**src/rtl/bus_line_xfer.sv**
```systemverilog
// Cache-line bus engine: writes back or fills one line over the system bus
// after winning arbitration, with an aligned address beat ahead of the data.
module bus_line_xfer #(
   parameter int                        BUS_DATA_WIDTH = 64,
   parameter int                        BUS_TAG_WIDTH  = 13,
   parameter int                        LINE_BEATS     = 8,
   parameter logic [BUS_TAG_WIDTH-1:0]  TAG_WRITE      = 13'h1100,
   parameter logic [BUS_TAG_WIDTH-1:0]  TAG_READ       = 13'h0100
) (
   input  logic                                 clk,
   input  logic                                 reset,
   input  logic                                 start,
   input  logic                                 write,
   input  logic [BUS_DATA_WIDTH-1:0]            addr,
   input  logic [BUS_DATA_WIDTH*LINE_BEATS-1:0] wdata,
   output logic [BUS_DATA_WIDTH*LINE_BEATS-1:0] rdata,
   output logic                                 ready,
   output logic                                 busy,
   output logic                                 abtr_reqcyc,
   input  logic                                 abtr_grant,
   output logic                                 bus_busy,
   output logic                                 main_bus_reqcyc,
   input  logic                                 main_bus_reqack,
   output logic [BUS_DATA_WIDTH-1:0]            main_bus_req,
   output logic [BUS_TAG_WIDTH-1:0]             main_bus_reqtag,
   input  logic                                 main_bus_respcyc,
   input  logic [BUS_DATA_WIDTH-1:0]            main_bus_resp,
   input  logic [BUS_TAG_WIDTH-1:0]             main_bus_resptag,
   output logic                                 main_bus_respack
);

   localparam int IDX_W  = $clog2(LINE_BEATS);
   localparam int CNT_W  = IDX_W + 1;
   localparam int OFF_W  = $clog2(LINE_BEATS * BUS_DATA_WIDTH / 8);
   localparam int LINE_W = BUS_DATA_WIDTH * LINE_BEATS;
   localparam logic [CNT_W-1:0] LAST = CNT_W'(LINE_BEATS - 1);

   typedef enum logic [2:0] {
      S_IDLE, S_ARB, S_ADDR, S_WBEAT, S_RWAIT, S_DONE
   } state_t;

   state_t                    state, state_next;
   logic [CNT_W-1:0]          cnt;
   logic                      write_q;
   logic [BUS_DATA_WIDTH-1:0] addr_q;
   logic [LINE_W-1:0]         wdata_q;
   logic [LINE_W-1:0]         rdata_q;
   logic [BUS_DATA_WIDTH-1:0] addr_aligned;
   logic [IDX_W-1:0]          idx;
   logic                      accept;

   // The address beat always names the first byte of the line.
   assign addr_aligned = addr_q & ({BUS_DATA_WIDTH{1'b1}} << OFF_W);
   assign idx          = cnt[IDX_W-1:0];
   assign rdata        = rdata_q;
   assign busy         = (state != S_IDLE);

   always_ff @(posedge clk or posedge reset) begin
      if (reset) state <= S_IDLE;
      else       state <= state_next;
   end

   always_comb begin
      state_next       = state;
      abtr_reqcyc      = 1'b0;
      bus_busy         = 1'b0;
      main_bus_reqcyc  = 1'b0;
      main_bus_req     = '0;
      main_bus_reqtag  = '0;
      main_bus_respack = 1'b0;
      ready            = 1'b0;
      accept           = 1'b0;
      case (state)
         S_IDLE: if (start) state_next = S_ARB;
         S_ARB: begin
            abtr_reqcyc = 1'b1;
            if (abtr_grant) state_next = S_ADDR;
         end
         S_ADDR: begin
            bus_busy        = 1'b1;
            main_bus_reqcyc = 1'b1;
            main_bus_req    = addr_aligned;
            main_bus_reqtag = write_q ? TAG_WRITE : TAG_READ;
            if (main_bus_reqack) state_next = write_q ? S_WBEAT : S_RWAIT;
         end
         S_WBEAT: begin
            bus_busy        = 1'b1;
            main_bus_reqcyc = 1'b1;
            main_bus_reqtag = TAG_WRITE;
            main_bus_req    = wdata_q[idx*BUS_DATA_WIDTH +: BUS_DATA_WIDTH];
            if (cnt == LAST) state_next = S_DONE;
         end
         S_RWAIT: begin
            bus_busy         = 1'b1;
            accept           = main_bus_respcyc && (main_bus_resptag == TAG_READ);
            main_bus_respack = accept;
            if (accept && cnt == LAST) state_next = S_DONE;
         end
         S_DONE: begin
            ready      = 1'b1;
            state_next = S_IDLE;
         end
         default: state_next = S_IDLE;
      endcase
   end

   // Request fields are captured only from IDLE so a stray start cannot
   // corrupt a line already on the bus.
   always_ff @(posedge clk or posedge reset) begin
      if (reset) begin
         cnt     <= '0;
         write_q <= 1'b0;
         addr_q  <= '0;
         wdata_q <= '0;
         rdata_q <= '0;
      end else begin
         if (state == S_IDLE && start) begin
            write_q <= write;
            addr_q  <= addr;
            wdata_q <= wdata;
         end
         if (state == S_ARB && abtr_grant) cnt <= '0;
         if (state == S_WBEAT) cnt <= cnt + 1'b1;
         if (accept) begin
            rdata_q[idx*BUS_DATA_WIDTH +: BUS_DATA_WIDTH] <= main_bus_resp;
            cnt <= cnt + 1'b1;
         end
      end
   end

endmodule
```
**config.mk**
```make
export PLATFORM = sky130hd
export DESIGN_NAME = bus_line_xfer
export DESIGN_NICKNAME = d
export VERILOG_FILES = /design/src/rtl/bus_line_xfer.sv
export SDC_FILE = /design/constraint.sdc
export NUM_CORES = 2
export LEC_CHECK = 0
export ABC_AREA = 1
export BUFFER_PORTS_ARGS = -buffer_cell sky130_fd_sc_hd__buf_2
export CORE_AREA = 2 2 495 497
export DETAILED_ROUTE_END_ITERATION = 16
export DIE_AREA = 0 0 497 499
export SYNTH_ARGS = -nofsm -noshare
export SYNTH_HDL_FRONTEND = slang
export SYNTH_SLANG_ARGS = --single-unit
```
**constraint.sdc**
```tcl
create_clock -name clk -period 59.8 [get_ports clk]
set_input_delay 2.99 -clock clk [delete_from_list [all_inputs] [get_ports clk]]
set_output_delay 2.99 -clock clk [all_outputs]
set_load 0.01 [all_outputs]
```
; ---- After elaboration in Yosys (flattened, before gate mapping)
; Cells that the tools add are included.
[word_totals]
register_bits = 1096
inputBits = 660
out_inout_bits = 595
word_cells = 52
[op_classes]
n_addsub = 2
n_eq_ne = 12
shifts = 3
mux = 19
n_reduce_logical = 10
[op_table]
columns = operator, n
row1 = 512-bit bitwise mux, 1
row2 = 64-bit by 34-bit variable shift with 512-bit output (first input constant), 1
row3 = 512-bit by 10-bit variable part select with 64-bit output, 1
row4 = 64-bit by 34-bit variable part select with 512-bit output, 1
row5 = 64-bit one-hot mux with 2 select lines, 1
row6 = 9-bit negation with 34-bit output, 1
row7 = 13-bit one-hot mux with 2 select lines, 1
row8 = 3-bit two-way mux, 6
row9 = 3-bit one-hot mux with 5 select lines, 1
row10 = 13-bit by 9-bit equality test with 1-bit output (second input constant), 1
row11 = 13-bit two-way mux, 1
row12 = 4-bit two-way mux, 3
row13 = 2-bit inequality test (second input constant), 5
row14 = 3-bit by 2-bit equality test with 1-bit output (second input constant), 2
row15 = 3-bit equality test (second input constant), 2
row16 = 3-bit nonzero test, 2
row17 = 1-bit two-way mux, 5
row18 = 5-bit AND reduction, 1
row19 = 4-bit by 1-bit adder with 4-bit output (second input constant), 1
row20 = 4-bit by 3-bit equality test with 1-bit output (second input constant), 1
row21 = 1-bit logical AND, 4
row22 = 3-bit by 1-bit equality test with 1-bit output (second input constant), 1
row23 = 3-bit logical NOT, 1
row24 = 3-bit OR reduction, 1
row25 = 2-bit OR reduction, 1

; ---- Longest topological paths before layout
[depth]
ltp_word = 5
ltp_mapped = 16
mapped_depth_nobuf = 9

; ---- Worst setup path after synthesis
; OpenSTA, ideal clock, no wires.
[synth_timing]
path_type = input port to output port
start = input port main_bus_resptag[5]
end = output port main_bus_respack
arrival_time_ns = 3.827
t_required_ns = 56.810
slack_ns = 52.983
path_stages = 5
path_buffers = 0
cell_sequence = nor2_1 -> nand3_2 -> nor2_8 -> nand2_1 -> inv_1
[synth_via]
elab_chain_cells = 3
[synth_rtl]
columns = element, line
row1 = from (decl), 28  ; input logic [BUS_TAG_WIDTH-1:0] main_bus_resptag,
row2 = 13-bit by 9-bit equality test with 1-bit output, 95  ; accept = main_bus_respcyc && (main_bus_resptag == TAG_READ);
row3 = 1-bit logical AND, 95
row4 = 1-bit two-way mux, 73  ; case (state)
row5 = to (decl), 29  ; output logic main_bus_respack
; Every way passes these cells.

; ---- Worst setup path after layout
[layout_timing]
start = register cnt[0]
end = output port main_bus_req[13]
[layout_via]
elab_chain_cells = 2
[layout_rtl]
columns = element, line
row1 = from (decl), 43  ; logic [CNT_W-1:0] cnt;
row2 = from (signal assigned), 123  ; if (state == S_WBEAT) cnt <= cnt + 1'b1;
row3 = from (signal assigned), 126  ; cnt <= cnt + 1'b1;
row4 = 512-bit by 10-bit variable part select with 64-bit output, 90  ; main_bus_req = wdata_q[idx*BUS_DATA_WIDTH +: BUS_DATA_WIDTH];
row5 = 64-bit one-hot mux with 2 select lines, 73
row6 = to (decl), 24  ; output logic [BUS_DATA_WIDTH-1:0] main_bus_req,
; Every way passes these cells.

==> reports/summary.txt <==
Status: finished clean
Syn_area_per_cell: 8.76 um^2
CP Launch Type: flip-flop
Clock slew at reported path FFs: 60 ps
Critical Path Sink Type: output pin
Max Freq: 123 MHz
Post-CTS Hold Fix Bufs: 0
Worst r2r src: state[2]
Sequential Power Share: 34.3%
Io pins: 1255
GRT Util Overall: 21.0%
Final setup fails: 0
Deepest level of the CTS H-tree: 4
Routability-driven placement congestion ratio: 1.01
Maximum vdd drop: 0.0000580 V
Cell accounting for the most synthesized area: dfrtp_1
Final HPWL DP: 202 mm
Final Hold Fails: 0
Distinct cells, synth: 34
Synthesized area: 51200 um^2
CTS tree: built
Tmin final: 8120 ps
Synthesized instance count: 5842
Clock Power Share: 28.3%
# rows: 181
Reg2reg path depth: 8
Layout area overhead: 26.2%
Total net switching power: 1250 uW
Post-Place Worst Slack: 51650 ps
1st-iter DRT viols: 4303
Comb power frac: 37.4%
Hold path depth: 2
Max-Cap Viols: 0
First-pass GRT wire length: 367 mm
Internal power: 1730 uW
Leak: 0.0339 uW
Clock Tree Buf Depth: 3
RSZ-0062 raised after global routing: no
Post-CTS Setup Bufs: 0
R2R setup slack: 54130 ps
# DRC: 0
WHS Endpoint: rdata[250]
Power Dens Cells: 46.1 nW/um^2
DRT Pass-1 Iters: 8
Vias in the first global route: 45900
Reg2reg end: wdata_q[402]
Slew of the pin with the lowest slew margin: 1220 ps
CTS root buffer: clkbuf_16
CP Max Fanout: 64
Data required time of the worst path: 56810 ps
Skew-Pair Late Insertion Delay: 780 ps
Slew HR: 18.9%
Synth area leaders: dfrtp_1 (53%), nand2_1 (10%), mux2_2 (6.7%)
Clock skew: 65.0 ps
Top-area cell type share of the netlist area: 53.3%
IO buf count: 1237
CORE AREA: 243000 um^2
Post-synth top flop: dfrtp_1
Synth Register Bits: 1090
Number of clock sinks: 1090
Setup TNS: 0 ps
Detailed Route WL: 269 mm
Hold path startpoint: rdata[250]
Initial antenna violation count: 182
Global route total overflow: 0
Total number of vias: 47800
Vias per cell: 4.63
Share of cells above drive strength 1: 27.2%
Drt wl/cell: 26.0 um
Post-synth EDFFs: 0
Worst Hold Class: flip-flop to flip-flop
TritonCTS buffer count: 134
Critical path arrival: 5130 ps
Final period utilization: 13.6%
Width of the die: 497 um
Layout Nets: 7498
Worst setup margin: 51680 ps
Antenna-violating nets left: 0
Post-synth ARST share: 100%
Yosys warnings: 0
Net Sw Frac: 41.9%
Die Span Y: 499 um
Post-CTS Resized: 0
Pins over their slew limit: 0
Critical path class: flip-flop to output pin
Fill cell count: 26600
Largest net degree at the start of global routing: 195
Seq/Total Area, Yosys: 53.3%
Initial Utilization: 21.1%
Die Footprint: 248000 um^2
==> logic make-up after synthesis <==
family,Yosys count,synth area share (%)
and+or+nand+nor,2844,24.7
DFF,1090,53.3
buffers and inverters,950,8.69
AOI/OAI and AO/OA,638,6.27
muxes,312,6.86
adders and majority gates,6,0.147
other,1,0.00733
xor gates and xnor gates,1,0.0171
==> cell type report <==
cell class / count / area [um^2] / area share (%)
antenna: 181 / 453 / 0.701
inverter: 465 / 1790 / 2.78
clock buffer: 197 / 3900 / 6.04
clock inverter: 46 / 616 / 0.953
tap: 3202 / 4010 / 6.20
timing repair buffer: 1329 / 6950 / 10.8
sequential: 1090 / 27300 / 42.2
multi-input combinational: 3812 / 19600 / 30.3
==> placed cells by master (no fill, tap or decap), types with 135 or more instances in the layout <==
cell and n:
a21oi_1 369, buf_2 1237, clkbuf_16 135, dfrtp_1 1087, diode_2 181, inv_1 455, mux2_2 303, nand2_1 1415
nand3_1 402, nand4_1 391, nor2_1 414, nor3_1 191, o21ai_0 150
==> synth_stat cells (112+ instances only) <==
| cell | n |
|---|---|
| nand3_1 | 404 |
| dfrtp_1 | 1090 |
| o21ai_0 | 150 |
| o21ai_1 | 112 |
| clkbuf_1 | 114 |
| nor2_1 | 417 |
| mux2_2 | 303 |
| inv_1 | 456 |
| nand4_1 | 391 |
| nand2_1 | 1416 |
| a21oi_1 | 370 |
| nor3_1 | 191 |
| buf_2 | 242 |
==> worst max path at each step <==
stage	start	end	slack (ps)
final	cnt[0]	main_bus_req[13]	51680
after global routing	cnt[0]	main_bus_req[13]	51470
after CTS	cnt[0]	main_bus_req[13]	51570
after detailed placement	start	wdata_q[477]	51650
after global placement	start	wdata_q[478]	51650
after floorplan	reset	addr_q[10]	26120
==> flip-flops by register name, summed over array words and instances (netlist names) <==
signal	count
addr_q	58
cnt	4
rdata	512
state	3
wdata_q	512
write_q	1
==> power groups by stage <==
| stage | combinational [uW] | sequential (uW) | clock [uW] |
|---|---|---|---|
| 2_1_floorplan | 702 | 1010 | 0 |
| 3_3_place_gp | 1110 | 1020 | 0 |
| 3_5_place_dp | 1120 | 1030 | 0 |
| 4_1_cts | 1120 | 1020 | 859 |
| 5_1_grt | 1200 | 1040 | 887 |
| 6_report | 1110 | 1020 | 843 |
==> critical path: stages (launching register included) <==
cell and delay (ps):
dfrtp_4 680, inv_8 380, buf_4 520, buf_4 510, buf_4 560, nand2_1 100
nand3_1 150, nand3_1 100, nand2_1 80, nand3_1 520, o21ai_0 310, buf_2 200
==> stage by stage <==
stage                     utilization, %  hold slack, ps  cell area (um^2)  cells  power, uW
after detailed placement            24.6             461             59600   9897       2150
after CTS                           26.4             475             64100  10100       3000
final                               26.6             471             64600  10300       2970
after global routing                26.6             488             64500  10300       3120
after global placement              24.6             459             59600   9897       2140
after floorplan                        -             465             51200   5852       1710
==> layer usage <==
layer / vias up / GRT usage [%] / wire [um]
met3: 645 / 5.73 / 20700
met1: 23300 / 21.5 / 91300
met5: - / 0 / 379
li1: 21500 / - / -
met2: 2267 / 36.5 / 135000
met4: 58 / 15.6 / 21900
No activity file was read; power rests on OpenSTA's default activity.
